[src/rtl/mips_pkg.sv]
// Shared op and FSM encodings for the multiply/divide unit, hazard unit and decoder.
package mips_pkg;

  localparam logic [1:0] OP_MULT  = 2'b00;
  localparam logic [1:0] OP_MULTU = 2'b01;
  localparam logic [1:0] OP_DIV   = 2'b10;
  localparam logic [1:0] OP_DIVU  = 2'b11;

  typedef enum logic [1:0] {
    ST_IDLE = 2'd0,
    ST_CALC = 2'd1,
    ST_FIX  = 2'd2
  } md_state_t;

  function automatic logic op_is_signed(input logic [1:0] op);
    return (op == OP_MULT) || (op == OP_DIV);
  endfunction

  function automatic logic op_is_div(input logic [1:0] op);
    return (op == OP_DIV) || (op == OP_DIVU);
  endfunction

endpackage

[src/rtl/muldiv_step.sv]
// One combinational iteration: shift-add for multiply, restoring shift-subtract for divide.
module muldiv_step #(
  parameter int WIDTH = 32
) (
  input  logic                 is_div,
  input  logic [2*WIDTH-1:0]   acc,
  input  logic [WIDTH-1:0]     operand,
  output logic [2*WIDTH-1:0]   acc_next
);

  logic [WIDTH:0]   add_sum;
  logic [WIDTH:0]   top;
  logic [WIDTH-1:0] diff;
  logic             ge;

  always_comb begin
    add_sum = {1'b0, acc[2*WIDTH-1:WIDTH]} + (acc[0] ? {1'b0, operand} : '0);
    // Partial remainder shifted left by one; needs WIDTH+1 bits before the compare.
    top  = acc[2*WIDTH-1:WIDTH-1];
    ge   = (top >= {1'b0, operand});
    diff = top[WIDTH-1:0] - operand;
    if (is_div) begin
      acc_next = {(ge ? diff : top[WIDTH-1:0]), acc[WIDTH-2:0], ge};
    end else begin
      acc_next = {add_sum, acc[WIDTH-1:1]};
    end
  end

endmodule

[src/rtl/muldiv_unit.sv]
// Iterative MULT/MULTU/DIV/DIVU unit owning HI/LO; stalls HI/LO consumers in ID while busy.
module muldiv_unit
  import mips_pkg::*;
#(
  parameter int WIDTH = 32
) (
  input  logic             clk,
  input  logic             reset,
  input  logic             Start_EX,
  input  logic [1:0]       Op_EX,
  input  logic             MtHi_EX,
  input  logic             MtLo_EX,
  input  logic             Flush_EX,
  input  logic [WIDTH-1:0] A_EX,
  input  logic [WIDTH-1:0] B_EX,
  input  logic             HiLoUse_ID,
  output logic [WIDTH-1:0] Hi,
  output logic [WIDTH-1:0] Lo,
  output logic             Busy,
  output logic             HiLoStall,
  output logic             Done
);

  localparam int CW = $clog2(WIDTH);

  md_state_t          state_reg, state_next;
  logic [CW-1:0]      count_reg;
  logic [2*WIDTH-1:0] acc_reg;
  logic [2*WIDTH-1:0] acc_step;
  logic [WIDTH-1:0]   operand_reg;
  logic [WIDTH-1:0]   dividend_reg;
  logic [WIDTH-1:0]   hi_reg, lo_reg;
  logic               is_div_reg, neg_q_reg, neg_r_reg, div_zero_reg;

  logic               start_ok, mt_hi_ok, mt_lo_ok, sgn;
  logic [WIDTH-1:0]   mag_a, mag_b;
  logic [2*WIDTH-1:0] prod;
  logic [WIDTH-1:0]   quo, rem, res_hi, res_lo;

  assign start_ok = (state_reg == ST_IDLE) && Start_EX && !Flush_EX;
  assign mt_hi_ok = (state_reg == ST_IDLE) && MtHi_EX && !Flush_EX;
  assign mt_lo_ok = (state_reg == ST_IDLE) && MtLo_EX && !Flush_EX;
  assign sgn      = op_is_signed(Op_EX);
  assign mag_a    = (sgn && A_EX[WIDTH-1]) ? -A_EX : A_EX;
  assign mag_b    = (sgn && B_EX[WIDTH-1]) ? -B_EX : B_EX;

  muldiv_step #(.WIDTH(WIDTH)) u_step (
    .is_div   (is_div_reg),
    .acc      (acc_reg),
    .operand  (operand_reg),
    .acc_next (acc_step)
  );

  always_comb begin
    state_next = state_reg;
    case (state_reg)
      ST_IDLE: if (start_ok) state_next = ST_CALC;
      ST_CALC: if (count_reg == '0) state_next = ST_FIX;
      ST_FIX:  state_next = ST_IDLE;
      default: state_next = ST_IDLE;
    endcase
  end

  // Sign fix-up; the negate flags are only ever set for signed ops.
  always_comb begin
    prod = neg_q_reg ? -acc_reg : acc_reg;
    quo  = neg_q_reg ? -acc_reg[WIDTH-1:0] : acc_reg[WIDTH-1:0];
    rem  = neg_r_reg ? -acc_reg[2*WIDTH-1:WIDTH] : acc_reg[2*WIDTH-1:WIDTH];
    if (!is_div_reg) begin
      res_hi = prod[2*WIDTH-1:WIDTH];
      res_lo = prod[WIDTH-1:0];
    end else if (div_zero_reg) begin
      res_hi = dividend_reg;
      res_lo = '1;
    end else begin
      res_hi = rem;
      res_lo = quo;
    end
  end

  always_ff @(posedge clk or negedge reset) begin
    if (!reset) begin
      state_reg <= ST_IDLE;
    end else begin
      state_reg <= state_next;
    end
  end

  always_ff @(posedge clk or negedge reset) begin
    if (!reset) begin
      count_reg    <= '0;
      acc_reg      <= '0;
      operand_reg  <= '0;
      dividend_reg <= '0;
      is_div_reg   <= 1'b0;
      neg_q_reg    <= 1'b0;
      neg_r_reg    <= 1'b0;
      div_zero_reg <= 1'b0;
      hi_reg       <= '0;
      lo_reg       <= '0;
    end else begin
      case (state_reg)
        ST_IDLE: begin
          if (start_ok) begin
            count_reg    <= CW'(WIDTH - 1);
            acc_reg      <= {{WIDTH{1'b0}}, mag_a};
            operand_reg  <= mag_b;
            dividend_reg <= A_EX;
            is_div_reg   <= op_is_div(Op_EX);
            neg_q_reg    <= sgn && (A_EX[WIDTH-1] ^ B_EX[WIDTH-1]);
            neg_r_reg    <= sgn && A_EX[WIDTH-1];
            div_zero_reg <= (B_EX == '0);
          end
          if (mt_hi_ok) hi_reg <= A_EX;
          if (mt_lo_ok) lo_reg <= A_EX;
        end
        ST_CALC: begin
          acc_reg <= acc_step;
          if (count_reg != '0) count_reg <= count_reg - 1'b1;
        end
        ST_FIX: begin
          hi_reg <= res_hi;
          lo_reg <= res_lo;
        end
        default: ;
      endcase
    end
  end

  assign Busy      = (state_reg != ST_IDLE);
  assign HiLoStall = Busy && HiLoUse_ID;
  assign Done      = (state_reg == ST_FIX);
  assign Hi        = hi_reg;
  assign Lo        = lo_reg;

  // Protocol: no new request while busy, and no start together with MTHI/MTLO.
  a_no_start_busy: assert property (@(posedge clk) disable iff (!reset)
    Busy |-> !((Start_EX || MtHi_EX || MtLo_EX) && !Flush_EX));
  a_no_start_mt: assert property (@(posedge clk) disable iff (!reset)
    !(Start_EX && (MtHi_EX || MtLo_EX) && !Flush_EX));

endmodule

[config.mk]
export PLATFORM = sky130hd
export DESIGN_NAME = muldiv_unit
export DESIGN_NICKNAME = d
export VERILOG_FILES = /design/src/rtl/mips_pkg.sv /design/src/rtl/muldiv_step.sv /design/src/rtl/muldiv_unit.sv
export SDC_FILE = /design/constraint.sdc
export NUM_CORES = 1
export LEC_CHECK = 0
export CORE_ASPECT_RATIO = 1.75
export CORE_MARGIN = 3
export CORE_UTILIZATION = 36
export CTS_CLUSTER_SIZE = 12
export DETAILED_ROUTE_END_ITERATION = 6
export PLACE_DENSITY = 0.62
export SYNTH_ARGS = -nofsm -noshare
export SYNTH_HDL_FRONTEND = slang
export SYNTH_SLANG_ARGS = --single-unit
[constraint.sdc]
create_clock -name clk -period 7.7 [get_ports clk]
set_clock_uncertainty 0.2 [all_clocks]
set_input_delay 0.77 -clock clk [delete_from_list [all_inputs] [get_ports clk]]
set_output_delay 0.77 -clock clk [all_outputs]
set_load 0.005 [all_outputs]
==> run summary <==
The number of vias per cell after detailed routing came out at between 5 and 6. The maximum resistive drop on vdd is 0.220 mV. For this run, the detailed router's first-pass iteration total came to 5.

The final worst-path cycle share is approximately 56%. The global routing usage on met1 is a little over a quarter. The critical path is of the reg2reg type. The critical path starts at acc_reg[50]$_DFFE_PN0P_. Grouping stages by cell kind, the critical path spends the most delay in simple AND/OR/NAND/NOR gates. The flop-to-flop setup slack is approximately 3400 ps. The share of the synthesized netlist area taken by xor and xnor gates came out at 9.23%. The number of flip-flops in the largest register came out at 64. Routability-driven placement finished with a final weighted congestion of slightly below 1.

In the synthesized netlist, the number of instances is 2103. The analysis attributes to cell leakage a power of 7.69 nW. Clock-pin slew was measured on the worst setup and hold paths at 60 ps. The worst setup path is launched from a flop. The overflow left after global routing came out at 0.

The delay of the slowest cell on the worst path came out at between 900 and 1000 ps. The signal on the critical path passes through ha_1, nand4_1, nor4_1, a21oi_1, a21oi_1, a21oi_1, o21ai_4, buf_4, mux2_2, mux2i_1, o21ai_0. After synthesis, the largest family of logic cells by area is compound AO/OA/AOI/OAI gates. For the finished layout, the period the worst path requires is roughly 4300 ps. In this run the worst setup path terminates at acc_reg[41]$_DFFE_PN0P_. The total stage count of the critical path came out at 11.

The mean post-synth cell area is 7.80 µm². The count of synthesis-stage warnings from yosys came out at 0. The H-tree depth came out at 1. For this run, the total global-route usage over all layers was measured as 24.3%. Across all layers, the routed design uses 16200 vias. The initial antenna violation count is 0. The actual slew at the worst max-slew pin is 1190 ps. The endpoint arrival time on the critical path came out at 4480 ps. The sum of net half-perimeters after detailed placement came out at 45.1 mm. Setup repair after global routing left no endpoint under its margin.

The area fraction in compound gates after synthesis came out at 26.4%. The fraction of final layout cells with drive strength greater than 1 is under 10%. The category of the worst setup path capture point is a flop. The largest individual stage delay along the critical path comes from the cell sky130_fd_sc_hd__nor4_1. The setup TNS after final layout is 0 ps. The floorplan row count is 102. The post-synthesis instance area is 16400 µm². The synthesized design spends more area on one cell type than any other, namely sky130_fd_sc_hd__dfrtp_1. The count of final hold-check violations came out at 0. The maximum buffer depth of the clock tree came out at 3.

The clock net sink count came out at 203. The TritonCTS clock tree is built. sky130_fd_sc_hd__nand2_1 is the most common cell in the netlist. The final-report max-slew violation count is 0.

The die width came out at 167 µm. After synthesis, the cell types taking the most area are sky130_fd_sc_hd__dfrtp_1 (31%), sky130_fd_sc_hd__o21ai_0 (7.1%), sky130_fd_sc_hd__nand2_1 (7.0%). In this run the remaining antenna-violating nets after routing total 0. The power density over the cells came out at 489 nW/µm². The number of enable-type register cells in the synthesized netlist came out at 0. Entering global routing, the biggest net connects 126 pins.

Timing would allow up to around 230 MHz. The number of cells on the worst reg-to-reg path is 11. Yosys mapped the design onto 83 distinct sky130hd cell types. The total routed wirelength is about 60 mm. The count of endpoints failing setup in the final report is 0. Along the worst path, the maximum fanout reaches 30.

Total power for the finished layout comes to 0.00925 W. The via count of the first global-routing pass came out at 16300. The fraction of the yosys area taken by sequential cells is 31.0%. The post-CTS setup repair buffer count came out at 0.

The clock insertion delay at the later pin of the skew report is 540 ps. For this run, design rule violations remaining after detail routing come to 0. The height of the chip is 288 µm.

For met2 alone, demand over resource in global routing was 45.5%. The post-synthesis sequential element count is between 200 and 250. During placement, the flow inserted port buffers numbering 139. The path class of the tightest hold or removal check is in2async. The wire length of the first global-routing pass is roughly 94 mm. The number of antenna cells inserted is 0.

The area fraction of the dominant cell type after synthesis came out at between 30% and 40%. The total nets after synthesis is 2248. The area growth from synthesis to final layout came out at 15.2%. The I/O pin total came out at 140. The remaining max-slew budget at the tightest pin came out at around 21%. The cell sitting at the root of the clock tree is a sky130_fd_sc_hd__clkbuf_16.

At the worst endpoint, the required time is roughly 7900 ps. The most frequent cell on the critical path is sky130_fd_sc_hd__a21oi_1. The total die area came out at 48300 µm². The first routing iteration left 1133 violations. The layer with the highest usage after global routing is met2. The area of the core is ~45000 µm². Hold is met by a little under 200 ps. The run finished with clean final reports. The net count of the finished layout is ~2300.

Ranked by instance count, the synthesized netlist is headed by sky130_fd_sc_hd__nand2_1 (306), sky130_fd_sc_hd__o21ai_0 (233), sky130_fd_sc_hd__dfrtp_1 (203), sky130_fd_sc_hd__a21oi_1 (155), sky130_fd_sc_hd__nor2_1 (139). In the synthesized netlist, mux cells make up 2.88% of the area. The met3 usage is 2.30%.

The tool flagged a number of max-cap violations equal to 0. Of all flip-flops after synthesis, the portion carrying an async set or reset was 100%. The simple-gate portion of the synthesized area is just under 20%. Counting both buffers and inverters, the worst setup path holds a total of 1. The starting density of the core came out at 36.7%. The number of buffers inserted for hold repair after clock tree synthesis is 0. The worst register-to-register path begins at acc_reg[50]$_DFFE_PN0P_. The number of gates given a new drive strength after cts came out at 0. The final worst slack came out at 3400 ps. The placement-stage worst setup slack is about 3300 ps. The endpoint identified for the worst register-to-register timing path is acc_reg[41]$_DFFE_PN0P_.

For this run, the leading register cell type out of synthesis is sky130_fd_sc_hd__dfrtp_1. The routed length per placed instance came out at 22.0 µm. The fraction of the mapped netlist area in adder cells came out at 5.58%. Counting the fill cells in the layout gives 4626. In this run, CTS created clock tree buffers numbering 23.
==> worst min path at each step <==
stage | startpoint | endpoint | depth (start not counted)
after floorplan | dividend_reg[27]$_DFFE_PN0P_ | dividend_reg[27]$_DFFE_PN0P_ | 2
after global placement | dividend_reg[19]$_DFFE_PN0P_ | dividend_reg[19]$_DFFE_PN0P_ | 2
after detailed placement | dividend_reg[27]$_DFFE_PN0P_ | dividend_reg[27]$_DFFE_PN0P_ | 2
after CTS | reset | operand_reg[3]$_DFFE_PN0P_ | 1
after global routing | reset | operand_reg[3]$_DFFE_PN0P_ | 1
final | reset | operand_reg[3]$_DFFE_PN0P_ | 1
==> cells in the final DEF, fill, tap and decap left out, types with 7 or more instances in the layout <==
| cell | Yosys | layout |
|---|---|---|
| sky130_fd_sc_hd__a211oi_1 | 10 | 10 |
| sky130_fd_sc_hd__a21o_1 | 23 | 23 |
| sky130_fd_sc_hd__a21oi_1 | 155 | 155 |
| sky130_fd_sc_hd__a221o_1 | 13 | 13 |
| sky130_fd_sc_hd__a22oi_1 | 13 | 13 |
| sky130_fd_sc_hd__a31oi_1 | 25 | 25 |
| sky130_fd_sc_hd__and3_1 | 8 | 8 |
| sky130_fd_sc_hd__buf_4 | 0 | 28 |
| sky130_fd_sc_hd__clkbuf_16 | 0 | 23 |
| sky130_fd_sc_hd__clkdlybuf4s50_1 | 0 | 138 |
| sky130_fd_sc_hd__dfrtp_1 | 203 | 202 |
| sky130_fd_sc_hd__ha_1 | 70 | 70 |
| sky130_fd_sc_hd__inv_1 | 78 | 78 |
| sky130_fd_sc_hd__mux2i_1 | 45 | 45 |
| sky130_fd_sc_hd__nand2_1 | 306 | 306 |
| sky130_fd_sc_hd__nand2b_1 | 21 | 20 |
| sky130_fd_sc_hd__nand3_1 | 45 | 45 |
| sky130_fd_sc_hd__nand4_1 | 23 | 23 |
| sky130_fd_sc_hd__nor2_1 | 139 | 138 |
| sky130_fd_sc_hd__nor2b_1 | 13 | 13 |
| sky130_fd_sc_hd__nor3_1 | 30 | 30 |
| sky130_fd_sc_hd__nor4_1 | 16 | 16 |
| sky130_fd_sc_hd__o211ai_1 | 47 | 47 |
| sky130_fd_sc_hd__o21a_1 | 11 | 11 |
| sky130_fd_sc_hd__o21ai_0 | 233 | 232 |
| sky130_fd_sc_hd__o21ai_1 | 8 | 8 |
| sky130_fd_sc_hd__o21bai_1 | 8 | 7 |
| sky130_fd_sc_hd__o221ai_1 | 9 | 9 |
| sky130_fd_sc_hd__o22ai_1 | 40 | 40 |
| sky130_fd_sc_hd__o31ai_1 | 28 | 28 |
| sky130_fd_sc_hd__o41ai_1 | 17 | 17 |
| sky130_fd_sc_hd__or2_2 | 9 | 9 |
| sky130_fd_sc_hd__or3_1 | 14 | 14 |
| sky130_fd_sc_hd__or4_1 | 15 | 15 |
| sky130_fd_sc_hd__xnor2_1 | 108 | 108 |
| sky130_fd_sc_hd__xor2_1 | 65 | 65 |
==> area by class of cell <==
cell class	count	area [µm²]	area share, %
Clock buffer	34	667	3.53
Tap cell	572	716	3.79
Clock inverter	5	56.3	0.298
Timing Repair Buffer	167	1610	8.49
Sequential cell	203	5080	26.9
Multi-Input combinational cell	1672	10500	55.4
Inverter	80	300	1.59
==> report_power, final <==
| group | internal, W | total [W] | switching [W] |
|---|---|---|---|
| Combinational | 0.00246 | 0.00584 | 0.00338 |
| Sequential | 0.00159 | 0.00230 | 0.000710 |
| Clock | 0.000629 | 0.00110 | 0.000471 |
==> layer usage <==
layer | share of wire [%] | vias to the layer above
met1 | 37 | 7748
met5 | 0 | -
met4 | 6.4 | 0
met2 | 52 | 573
li1 | - | 7683
met3 | 4.4 | 191
==> metrics by stage <==
stage | utilization, % | cell area [µm²] | cells
after CTS | 42.3 | 18900 | 2733
after floorplan | - | 16400 | 2103
after global routing | 42.3 | 18900 | 2733
final | 42.3 | 18900 | 2733
after global placement | 40.7 | 18200 | 2694
after detailed placement | 40.7 | 18200 | 2694
==> cells by family after synthesis <==
family | Yosys count
muxes | 47
DFF | 203
adders and majority gates | 72
and+or+nand+nor | 683
buffers and inverters | 228
xor gates and xnor gates | 173
AOI/OAI and AO/OA | 697
Note: power is estimated with default switching activity, not from simulation.
==> patch 1, RTL diff (same flow settings) <==
Make the reset (`reset`) synchronous in 2 clocked blocks.
--- a/src/rtl/muldiv_unit.sv
+++ b/src/rtl/muldiv_unit.sv
@@ -78,7 +78,7 @@
     end
   end
 
-  always_ff @(posedge clk or negedge reset) begin
+  always_ff @(posedge clk) begin
     if (!reset) begin
       state_reg <= ST_IDLE;
     end else begin
@@ -86,7 +86,7 @@
     end
   end
 
-  always_ff @(posedge clk or negedge reset) begin
+  always_ff @(posedge clk) begin
     if (!reset) begin
       count_reg    <= '0;
       acc_reg      <= '0;
Check against the original RTL: differs if reset is asserted again (counterexample within 4 cycles, from zero or initial values and one cycle with reset low); with reset held inactive, the same outputs for 10 cycles.
==> patch 1 against the unedited design <==
  * Synthesized area shrank 2.5%
  * Global-route usage shrank 1.8 points
  * Routed wire length shrank 8.2%
  * Setup slack lost 0.13 ns
  * Via count shrank 1.4%
  * Sequential cell count is the same
  * Design area shrank 2.9%
  * Synthesized cell count grew 3.4%
Power is not compared: it rests on default switching activity, and its combinational part moved more than twofold at a synthesized area within 25%.
==> patch 1: results (changes against the unedited design) <==
- Run status: completed
- Worst-path clk slew: 0.07 ns
- Async SR Flop Fraction: 0% (-100 points)
- Hold Worst Slack: 0.263 ns (+0.0648 ns)
- CTS root buffer: clkbuf_16
- Largest net degree at the start of global routing: 109 (-13%)
- Global-route wire length before repair: 85,200 um (-9.2%)
- Worst reg2reg endpoint: acc_reg[51]$_SDFFE_PN0P_
- Drt via density: 5.76 (-2.8%)
- Largest delay share family, worst path: compound AO/OA/AOI/OAI gates
- WHS Endpoint: operand_reg[31]$_SDFFE_PN0P_
- Layout cells sized above 1: 4.76% (-0.10 points)
- H-tree levels: 1 (unchanged)
- Worst Reg-to-Reg Cells: 14 (+3)
- Antenna diode count: 0 (unchanged)
- Syn Nets: 2,319 (+3.2%)
- Leak: 0.00733 uW
- Final WL: 55,200 um (-8.2%)
- Cell count after synthesis: 2,174 (+3.4%)
- R2R setup slack: 3.27 ns (-0.13 ns)
- Critical-path top delay cell: o21ai_0
- Crit-path max FO: 31 (+3.3%)
- Synth area leaders: dfxtp_1, nand2_1, a21oi_1
- Number of global-route vias before repair: 15,600 (-4.2%)
- GPL Wtd Cong: 0.931 (-4.5%)
- Largest stage delay, worst path: 0.66 ns (-0.26 ns)
- Detailed Place HPWL: 40,900 um (-9.3%)
- GRT Util Overall: 22.5% (-1.8 points)
- DR pass1 iterations: 5 (unchanged)
- Worst Min Path Start: operand_reg[31]$_SDFFE_PN0P_
- Synth warn: 0 (unchanged)
- Clock buffer depth: 3 (unchanged)
- Sequential area share after synthesis: 25.4% (-5.6 points)
- Origin of the critical flop-to-flop path: acc_reg[0]$_SDFFE_PN0P_
- Worst hold path type: flip-flop to flip-flop
- Switching share of total power: 32.7%
- Distinct cells, synth: 75 (-9.6%)
- Total CTS buffers: 23 (unchanged)
- Peak supply drop: 0.000144 V
- WL/cell: 19.9 um (-9.5%)
- Slew headroom: 22.6% (+1.9 points)
- # resized after CTS: 0 (unchanged)
- Post-synth top cells: nand2_1, dfxtp_1, a21oi_1
- Inst Count DP: 2,733 (+1.4%)
- I/O Buffers: 139 (unchanged)
- Iteration-0 DRC Markers: 1,114 (-1.7%)
- Clk_lat worst skew: 0.54 ns (about the same)
==> patch 1: cell count changes after synthesis, sizes merged, moves of 14 or more <==
| cell | delta |
|---|---|
| dfrtp | -203 |
| dfxtp | +203 |
| o21ai | -84 |
| a21oi | +44 |
| a21boi | +39 |
| xor2 | +31 |
| o211a | +30 |
| and3 | +27 |
| o22ai | -26 |
| clkbuf | +25 |
| inv | -16 |
| nand2 | +14 |
| xnor2 | -14 |
==> patch 1: cells by family (layout without fill, tap and decap cells) <==
group	Yosys count	in the layout	synth area share (%)
buffers and inverters	232	265	5.56
multiplexers	62	62	3.98
XOR/XNOR	190	190	10.4
AO/OA/AOI/OAI	679	679	27.3
flip-flops	203	203	25.4
adder cells (fa/ha/maj)	72	72	5.72
AND/OR/NAND/NOR	736	736	21.7
==> patch 1: per-stage QoR <==
| step | power (uW) | utilization [%] | setup slack (ns) | area, um^2 |
|---|---|---|---|---|
| final | 3090 | 42.0 | 3.27 | 18400 |
| after global routing | 3230 | 42.0 | 3.12 | 18400 |
| after CTS | 3110 | 42.0 | 3.30 | 18400 |
| after detailed placement | 2020 | 40.4 | 3.00 | 17700 |
| after global placement | 2010 | 40.4 | 3.08 | 17700 |
| after floorplan | 1730 | - | 3.87 | 16000 |
==> patch 1: power by group through the flow <==
stage / sequential (uW) / clock, uW / combinational [uW]
floorplan: 1190 / 0 / 538
global placement: 1230 / 0 / 784
detailed placement: 1230 / 0 / 794
CTS: 1210 / 1100 / 797
global route: 1220 / 1140 / 873
finish: 1210 / 1090 / 799
==> patch 1: layout make-up <==
class / count / area (um^2)
clock buffers: 33 / 643
clock inverters: 7 / 62.6
fillers: 4600 / 25400
inverters: 64 / 240
multi-input cells: 1739 / 11100
flip-flops and latches: 203 / 4070
well taps: 566 / 708
repair buffers: 161 / 1550
==> patch 1: worst max path at each step <==
stage / start / endpoint / slack (ns) / cells after the start
finish: acc_reg[0]$_SDFFE_PN0P_ / acc_reg[51]$_SDFFE_PN0P_ / 3.27 / 14
global route: acc_reg[0]$_SDFFE_PN0P_ / acc_reg[51]$_SDFFE_PN0P_ / 3.12 / 14
CTS: acc_reg[0]$_SDFFE_PN0P_ / acc_reg[51]$_SDFFE_PN0P_ / 3.30 / 14
detailed placement: B_EX[0] / operand_reg[27]$_SDFFE_PN0P_ / 3.00 / 10
global placement: B_EX[0] / operand_reg[29]$_SDFFE_PN0P_ / 3.08 / 10
floorplan: B_EX[10] / operand_reg[28]$_SDFFE_PN0P_ / 3.87 / 10
==> patch 1: metal layers <==
metal | track usage, % | wire, um
met4 | 11.1 | 2810
met3 | 1.67 | 2390
met2 | 41.9 | 28800
met5 | 0 | 0
met1 | 25.2 | 21300
==> patch 2, RTL diff (config.mk and constraints unchanged) <==
Without the edit above. `WIDTH` is set to 32 in 2 places; all go to 16.
--- a/src/rtl/muldiv_step.sv
+++ b/src/rtl/muldiv_step.sv
@@ -1,6 +1,6 @@
 // One combinational iteration: shift-add for multiply, restoring shift-subtract for divide.
 module muldiv_step #(
-  parameter int WIDTH = 32
+  parameter int WIDTH = 16
 ) (
   input  logic                 is_div,
   input  logic [2*WIDTH-1:0]   acc,
--- a/src/rtl/muldiv_unit.sv
+++ b/src/rtl/muldiv_unit.sv
@@ -2,7 +2,7 @@
 module muldiv_unit
   import mips_pkg::*;
 #(
-  parameter int WIDTH = 32
+  parameter int WIDTH = 16
 ) (
   input  logic             clk,
   input  logic             reset,
Ports: changed (resized A_EX, B_EX, Hi and Lo); port bits go from 140 to 76. No check against the original RTL was run, so the function may have changed too.
==> patch 2 against the unedited design <==
  * Power decreased by 53%
  * Setup slack improved by 0.56 ns
  * Count of clock-buffer cells in the layout decreased by 24
  * Synthesized area decreased by 51%
  * Sequential share of layout area increased by 1.5 points
  * Sequential cell count decreased by 97
  * Routed wire length decreased by 55%
  * Via count decreased by 52%
  * Maximum frequency increased by 15%
  * Design area decreased by 51%
  * Critical path type unchanged
  * Largest cell class unchanged
  * Highest routed layer unchanged
==> patch 2: results (changes against the unedited design) <==
- Run status: completed
- Synth area leaders: dfrtp_1, nand2_1, o21ai_0
- Max FFs per register: 32 (-50%)
- Switching share of total power: 47.5% (-1.9 points)
- Critical path arrival: 3.84 ns (-0.64 ns)
- Vias post-DR: 7,772 (-52%)
- Post-DP Area: 0.00901 mm^2 (-50%)
- Distinct cells, synth: 69 (-17%)
- Slew headroom: 24.6% (+4.0 points)
- Compound-cell area share of the yosys netlist: 24.8% (-1.6 points)
- Largest net degree at the start of global routing: 73 (-42%)
- GRT Util Overall: 22.2% (-2.1 points)
- Int Pwr: 2260 uW (-52%)
- Clk_lat worst skew: 0.37 ns (-0.17 ns)
- GPL Wtd Cong: 0.945 (-3.1%)
- Clock buffer depth: 2 (-1)
- Final worst setup slack: 3.96 ns (+0.562 ns)
- Peak supply drop: 0.000146 V (-34%)
- Final net count: 1,113 (-51%)
- Largest stage delay, worst path: 0.49 ns (-0.43 ns)
- Total CTS buffers: 9 (-61%)
- Final WL: 27,100 um (-55%)
- Iteration-0 DRC Markers: 814 (-28%)
- Post-synthesis mux area share: 3.10% (+0.22 points)
- Crit-path max FO: 15 (-50%)
- Layout cells sized above 1: 3.86% (-1.0 points)
- Critical path origin: acc_reg[0]$_DFFE_PN0P_
- H-tree levels: 3 (+2)
- Worst Reg-to-Reg Cells: 9 (-2)
- Inst Count DP: 1,314 (-51%)
- Comb. pwr: 2640 uW (-55%)
- Leak: 0.00389 uW (-49%)
- XOR/XNOR Fraction of Synth Area: 9.34% (+0.10 points)
- Cell count after synthesis: 997 (-53%)
- Sequential area share after synthesis: 32.9% (+1.9 points)
- Hold Worst Slack: 0.159 ns (-0.0389 ns)
- Number of global-route vias before repair: 7,609 (-53%)
- Synth Area in Adders: 6.24% (+0.65 points)
## patch 2: cell types whose count changed after synthesis, sizes merged, moves of 38 or more
cell | unedited run | this run
a21oi | 156 | 58
clkbuf | 126 | 49
dfrtp | 203 | 106
inv | 80 | 42
nand2 | 306 | 150
nor2 | 140 | 68
o21ai | 241 | 107
xnor2 | 108 | 47
## patch 2: final cells by class
type	count	area [um^2]
clock buffers	10	239
clock inverters	5	78.8
fillers	2203	12400
inverters	43	161
multi-input cells	787	5000
flip-flops and latches	106	2650
well taps	292	365
repair buffers	86	831
## patch 2: routing by layer
| metal | part of all wire [%] | vias up | track usage (%) |
|---|---|---|---|
| met5 | 0 | - | 0 |
| met3 | 4.7 | 93 | 2.60 |
| met2 | 52 | 318 | 40.5 |
| li1 | - | 3655 | - |
| met1 | 36 | 3706 | 24.1 |
| met4 | 6.8 | 0 | 14.1 |
